**config.mk**
```make
export PLATFORM = sky130hd
export DESIGN_NAME = multiboot_request_arbiter
export DESIGN_NICKNAME = d
export VERILOG_FILES = /design/src/rtl/multiboot_request_arbiter.sv
export SDC_FILE = /design/constraint.sdc
export NUM_CORES = 1
export LEC_CHECK = 0
export CAP_MARGIN = 5
export CORE_MARGIN = 5
export CORE_UTILIZATION = 36
export DETAILED_ROUTE_END_ITERATION = 10
export MAX_ROUTING_LAYER = met4
export PLACE_DENSITY = 0.76
export RECOVER_POWER = 25
export SYNTH_ARGS = -nofsm -noshare
export SYNTH_HDL_FRONTEND = slang
export SYNTH_SLANG_ARGS = --single-unit
export TNS_END_PERCENT = 100
```
**constraint.sdc**
```tcl
create_clock -name clk_icap -period 1.9 [get_ports clk_icap]
set_clock_uncertainty 0.1 [all_clocks]
set_input_delay 0.285 -clock clk_icap [delete_from_list [all_inputs] [get_ports clk_icap]]
set_output_delay 0.285 -clock clk_icap [all_outputs]
set_load 0.02 [all_outputs]
```
**src/rtl/multiboot_request_arbiter.sv**
```systemverilog
// multiboot_request_arbiter
// Arbitrates warm-reboot requests from NREQ independent sources and drives a
// single ICAP multiboot sequencer. A rising edge on req[i] makes requester i
// pending. Pending requests are granted in fixed priority, where the lowest
// index wins. The winning address is latched and held, and exactly one reboot
// strobe is issued per grant.
//
// Optional feature macro: MULTIBOOT_LOCK_EN. When it is defined, a `lock`
// input holds the arbiter in IDLE. Edges are still captured while lock is high.
//
// Ports:
//   clk_icap    in   1         block clock, rising edge
//   rst_n       in   1         synchronous reset, active low
//   req         in   NREQ      request levels; only rising edges count
//   req_addr    in   24*NREQ   per-requester flash address, sampled at grant
//   lock        in   1         (MULTIBOOT_LOCK_EN only) inhibit new grants
//   mbt_reboot  out  1         one-cycle reboot strobe
//   spi_addr    out  24        latched bitstream address
//   busy        out  1         high from ARM entry until WAIT exit
//   gnt_id      out  3         index of the requester currently/last served
//   ack         out  NREQ      one-cycle completion pulse for served requester
module multiboot_request_arbiter #(
  parameter int          NREQ         = 4,
  parameter int          SEQ_CYCLES   = 32,
  parameter logic [23:0] DEFAULT_ADDR = 24'h0B0000
) (
  input  logic              clk_icap,
  input  logic              rst_n,
  input  logic [NREQ-1:0]   req,
  input  logic [24*NREQ-1:0] req_addr,
`ifdef MULTIBOOT_LOCK_EN
  input  logic              lock,
`endif
  output logic              mbt_reboot,
  output logic [23:0]       spi_addr,
  output logic              busy,
  output logic [2:0]        gnt_id,
  output logic [NREQ-1:0]   ack
);

  localparam int CW = $clog2(SEQ_CYCLES);

  localparam logic [1:0] S_IDLE = 2'd0;
  localparam logic [1:0] S_ARM  = 2'd1;
  localparam logic [1:0] S_FIRE = 2'd2;
  localparam logic [1:0] S_WAIT = 2'd3;

  logic [1:0]      state_reg;
  logic [CW-1:0]   cnt_reg;
  logic [NREQ-1:0] req_d_reg;
  logic [NREQ-1:0] held_reg;
  logic [NREQ-1:0] pend_reg;
  logic [NREQ-1:0] pend_next;
  logic [NREQ-1:0] rise;
  logic [NREQ-1:0] sel_mask;
  logic            win_valid;
  logic [2:0]      win_idx;
  logic [23:0]     win_addr;
  logic            lock_gate;
  logic            grant;

`ifdef MULTIBOOT_LOCK_EN
  assign lock_gate = lock;
`else
  assign lock_gate = 1'b0;
`endif

  // held_reg masks any requester whose level was already high while in reset.
  // Such a requester must fall and rise again before it counts as a request.
  genvar gi;
  generate
    for (gi = 0; gi < NREQ; gi++) begin : g_edge
      assign rise[gi] = req[gi] & ~req_d_reg[gi] & ~held_reg[gi];
    end
  endgenerate

  // Fixed priority: scan from the top so the lowest pending index is the last
  // one written.
  always_comb begin
    win_valid = 1'b0;
    win_idx   = '0;
    win_addr  = '0;
    for (int i = NREQ - 1; i >= 0; i--) begin
      if (pend_reg[i]) begin
        win_valid = 1'b1;
        win_idx   = 3'(i);
        win_addr  = req_addr[24*i +: 24];
      end
    end
  end

  assign grant    = (state_reg == S_IDLE) && win_valid && !lock_gate;
  assign sel_mask = grant ? (NREQ'(1) << win_idx) : '0;
  // A new edge in the same cycle as the clear takes priority, so the bit stays set.
  assign pend_next = (pend_reg & ~sel_mask) | rise;

  assign mbt_reboot = (state_reg == S_FIRE);

  always_ff @(posedge clk_icap) begin
    if (!rst_n) begin
      state_reg <= S_IDLE;
      cnt_reg   <= '0;
      req_d_reg <= '0;
      held_reg  <= req;
      pend_reg  <= '0;
      busy      <= 1'b0;
      ack       <= '0;
      gnt_id    <= '0;
      spi_addr  <= DEFAULT_ADDR;
    end else begin
      req_d_reg <= req;
      held_reg  <= held_reg & req;
      pend_reg  <= pend_next;
      ack       <= '0;
      case (state_reg)
        S_IDLE: begin
          if (grant) begin
            state_reg <= S_ARM;
            spi_addr  <= (win_addr == 24'h000000) ? DEFAULT_ADDR : win_addr;
            gnt_id    <= win_idx;
            busy      <= 1'b1;
          end
        end
        S_ARM:  state_reg <= S_FIRE;
        S_FIRE: begin
          state_reg <= S_WAIT;
          cnt_reg   <= CW'(SEQ_CYCLES - 1);
        end
        S_WAIT: begin
          if (cnt_reg == '0) begin
            state_reg <= S_IDLE;
            busy      <= 1'b0;
            ack       <= NREQ'(1) << gnt_id;
          end else begin
            cnt_reg <= cnt_reg - 1'b1;
          end
        end
        default: state_reg <= S_IDLE;
      endcase
    end
  end

endmodule

```
==> impl_metrics.py <==
metrics = {
    "timing": {
        "slew_headroom": 0.443,
        "worstMarginPinSlew_ps": 836,
        "rsz0062_at_grt": "true",
        "whs_ps": 360,
        "fin_crit_ps": 1900,
        "fmax_mhz": 526,
        "finalHoldViolCount": 0,
        "finalSetupViolCount": 0,
        "fin_crit_sh": 1.00,
        "drv_slew": 0,
    },
    "finish": {
        "largest_reg_flops": 24,
        "finalNetCount": 549,
        "final_util": 0.675,
        "n_antenna_cell": 0,
        "drive_gt1_frac": 0.192,
        "syn2layout_area_growth_pct": 81.6,
        "num-fill-cells": 513,
        "finalNonFillerCells": 539,
    },
    "drt": {
        "wl_per_cell_um": 19.2,
        "viasPerCell": 5.70,
        "drc_errors": 0,
        "drt_iter0_drc": 187,
        "finalWirelength_um": 10400,
        "dr.pass1.iters": 5,
        "drtAntennaViolNets": 0,
        "vias": 3072,
    },
    "die": {
        "fp.dieArea_sq_mm": 0.00879,
        "start_util": 0.372,
        "die_y_um": 93.8,
        "core_sq_mm": 0.00679,
        "pin_count": 135,
        "fp.dieW_um": 93.8,
        "rows": 30,
    },
    "synthesis": {
        "yosys.area.top_type": "dfxtp_1",
        "netlist_instances": 298,
        "synthTopCellsByCount": "dfxtp_1 (50), nor2_1 (41), a21oi_1 (33), o22ai_1 (30), nor3_1 (28)",
        "avgSynthCellArea_sq_um": 8.48,
        "synth_most_common_cell": "dfxtp_1",
        "async_reset_ff_frac": 0,
        "yosysSeqAreaShare": 0.396,
        "post_synth_instance_area_sq_mm": 0.00253,
        "syn_nets": 405,
        "ys_top_cells_by_area": "dfxtp_1 (40%), a221oi_2 (8.3%), o22ai_1 (7.4%), a21oi_1 (6.5%), nor2_1 (6.1%)",
        "synth_ff_type": "dfxtp_1",
        "ys.warnings.count": 0,
        "synth_edf_count": 0,
        "synth_top_area_share": 0.396,
        "synth_seq_cells": 50,
        "synth_cell_type_count": 39,
    },
    "power_and_ir_drop": {
        "p_clk_frac": 0.165,
        "power_frac_comb": 0.530,
        "p_per_area_mw_per_mm2": 1040,
        "p_int_uw": 2890,
        "leakage_uw": 0.00166,
        "power_frac_seq": 0.305,
        "ir_drop_mv": 0.548,
        "switching_share": 0.391,
        "switchingPower_uw": 1860,
    },
    "worst_setup_path": {
        "crit_buf_inv": 1,
        "cp_slowest_stage_delay_ps": 340,
        "critPathTopFamily": "simple AND/OR/NAND/NOR gates",
        "worstPathArrival_ps": 2060,
        "cp_cell_sequence": "or2_4 -> clkbuf_16 -> a221oi_4 -> o22ai_2 -> nor4_2 -> nand4_1 -> nand3_1",
        "crit_type": "register to register",
        "critPathSlowestCell": "dfxtp_2",
        "cp.required_ps": 2060,
        "worstPathMaxFanout": 9,
        "startpoint_type": "register",
        "end_kind": "register",
    },
    "hold_path": {
        "holdCritPathClass": "register to register",
    },
    "global_routing": {
        "grt-ovfl-total": 0,
        "grt_usage": 0.209,
        "antenna_found_initial": 0,
        "grt_pass1_vias": 2852,
        "grt_pass1_wl_um": 14100,
        "grt_start_max_net_pins": 39,
    },
    "cts": {
        "clk_path_buf_depth": 2,
        "cts_buffers": 5,
        "cts.sinks": 50,
        "clk_latency_ps": 320,
        "cts_hold_buf": 0,
        "cts_root_buf": "clkbuf_8",
        "cts_tree": "yes",
        "htreeDepth": 2,
        "path_clk_slew_ps": 100,
    },
    "outcome": {
        "status": "finished, final reports clean",
    },
    "placed_design": {
        "dp_cells": 526,
        "io_buffers": 133,
        "place.gp.congestion": 0.903,
        "dp_hpwl_um": 7080,
    },
    "run": {
        "drv_cap": 0,
    },
}
## layout make-up
cell class                      count  area [sq um]  area share
Timing Repair Buffer              162          1630       0.356
Clock inverter                      3          45.0     0.00982
Multi-Input combinational cell    214          1680       0.365
Tap cell                           96           120      0.0262
Clock buffer                        5          68.8      0.0150
Inverter                            9          36.3     0.00791
Sequential cell                    50          1010       0.220
## power by group through the flow
stage          sequential [uW]  combinational, uW  clock [uW]
2_1_floorplan             1590               1090           0
3_3_place_gp              1430               2100           0
3_5_place_dp              1450               2150           0
4_1_cts                   1430               2230         780
5_1_grt                   1480               2700         835
6_report                  1450               2520         784
## repair_timing
action,CTS,global route
buffers inserted,1,1
pin swaps,2,4
resized for setup,19,36
gates cloned,1,2
setup endpoints to repair,25,24
hold endpoints to repair,0,0
## path summary, 6_finish.rpt
check | slack (ps) | end | startpoint | cells past startpoint
setup / recovery | 0.3 | spi_addr[19] | pend_reg[0] | 7
hold / removal | 360 | held_reg[3] | held_reg[3] | 1
setup reg to reg | 0.3 | spi_addr[19] | pend_reg[0] | 7
hold reg to reg | 360 | held_reg[3] | held_reg[3] | 1
## cell usage in the layout (no fill, tap or decap), types with 5 or more instances in the layout
cell / instances
clkbuf_8: 5
a221oi_2: 5
inv_1: 8
nand2_1: 7
o22ai_1: 14
nor2_1: 41
ha_1: 5
nor3_1: 28
a21oi_1: 33
o22ai_2: 16
dfxtp_1: 47
o21ai_0: 5
a221oi_4: 13
buf_4: 21
clkdlybuf4s50_1: 130
## per-stage QoR
step	setup TNS [ps]	worst slack (ps)	cell area, sq um	total power, uW
after floorplan	0	1.16	2530	2680
after global placement	-2570	-456	4050	3530
after detailed placement	-3620	-526	4050	3600
after CTS	0	0.302	4270	4440
after global routing	-344	-106	4590	5010
final	0	0.301	4590	4750
## routing by layer
metal	share of wire	up-vias	global-route usage
met5	0	-	-
met4	0.033	0	0.0626
met3	0.082	38	0.0401
met2	0.48	179	0.341
met1	0.40	1448	0.263
li1	-	1407	-
## kinds of logic (layout without fill, tap and decap cells)
family                   after synthesis  after routing  share of synthesized area
AO/OA/AOI/OAI                        107            107                      0.315
buffers and inverters                 35            179                     0.0698
AND/OR/NAND/NOR                       97             98                      0.183
flip-flops                            50             50                      0.396
XOR/XNOR                               3              3                     0.0104
other                                  1              1                    0.00148
adder cells (fa/ha/maj)                5              5                     0.0248
(Power assumes the default switching activity.)
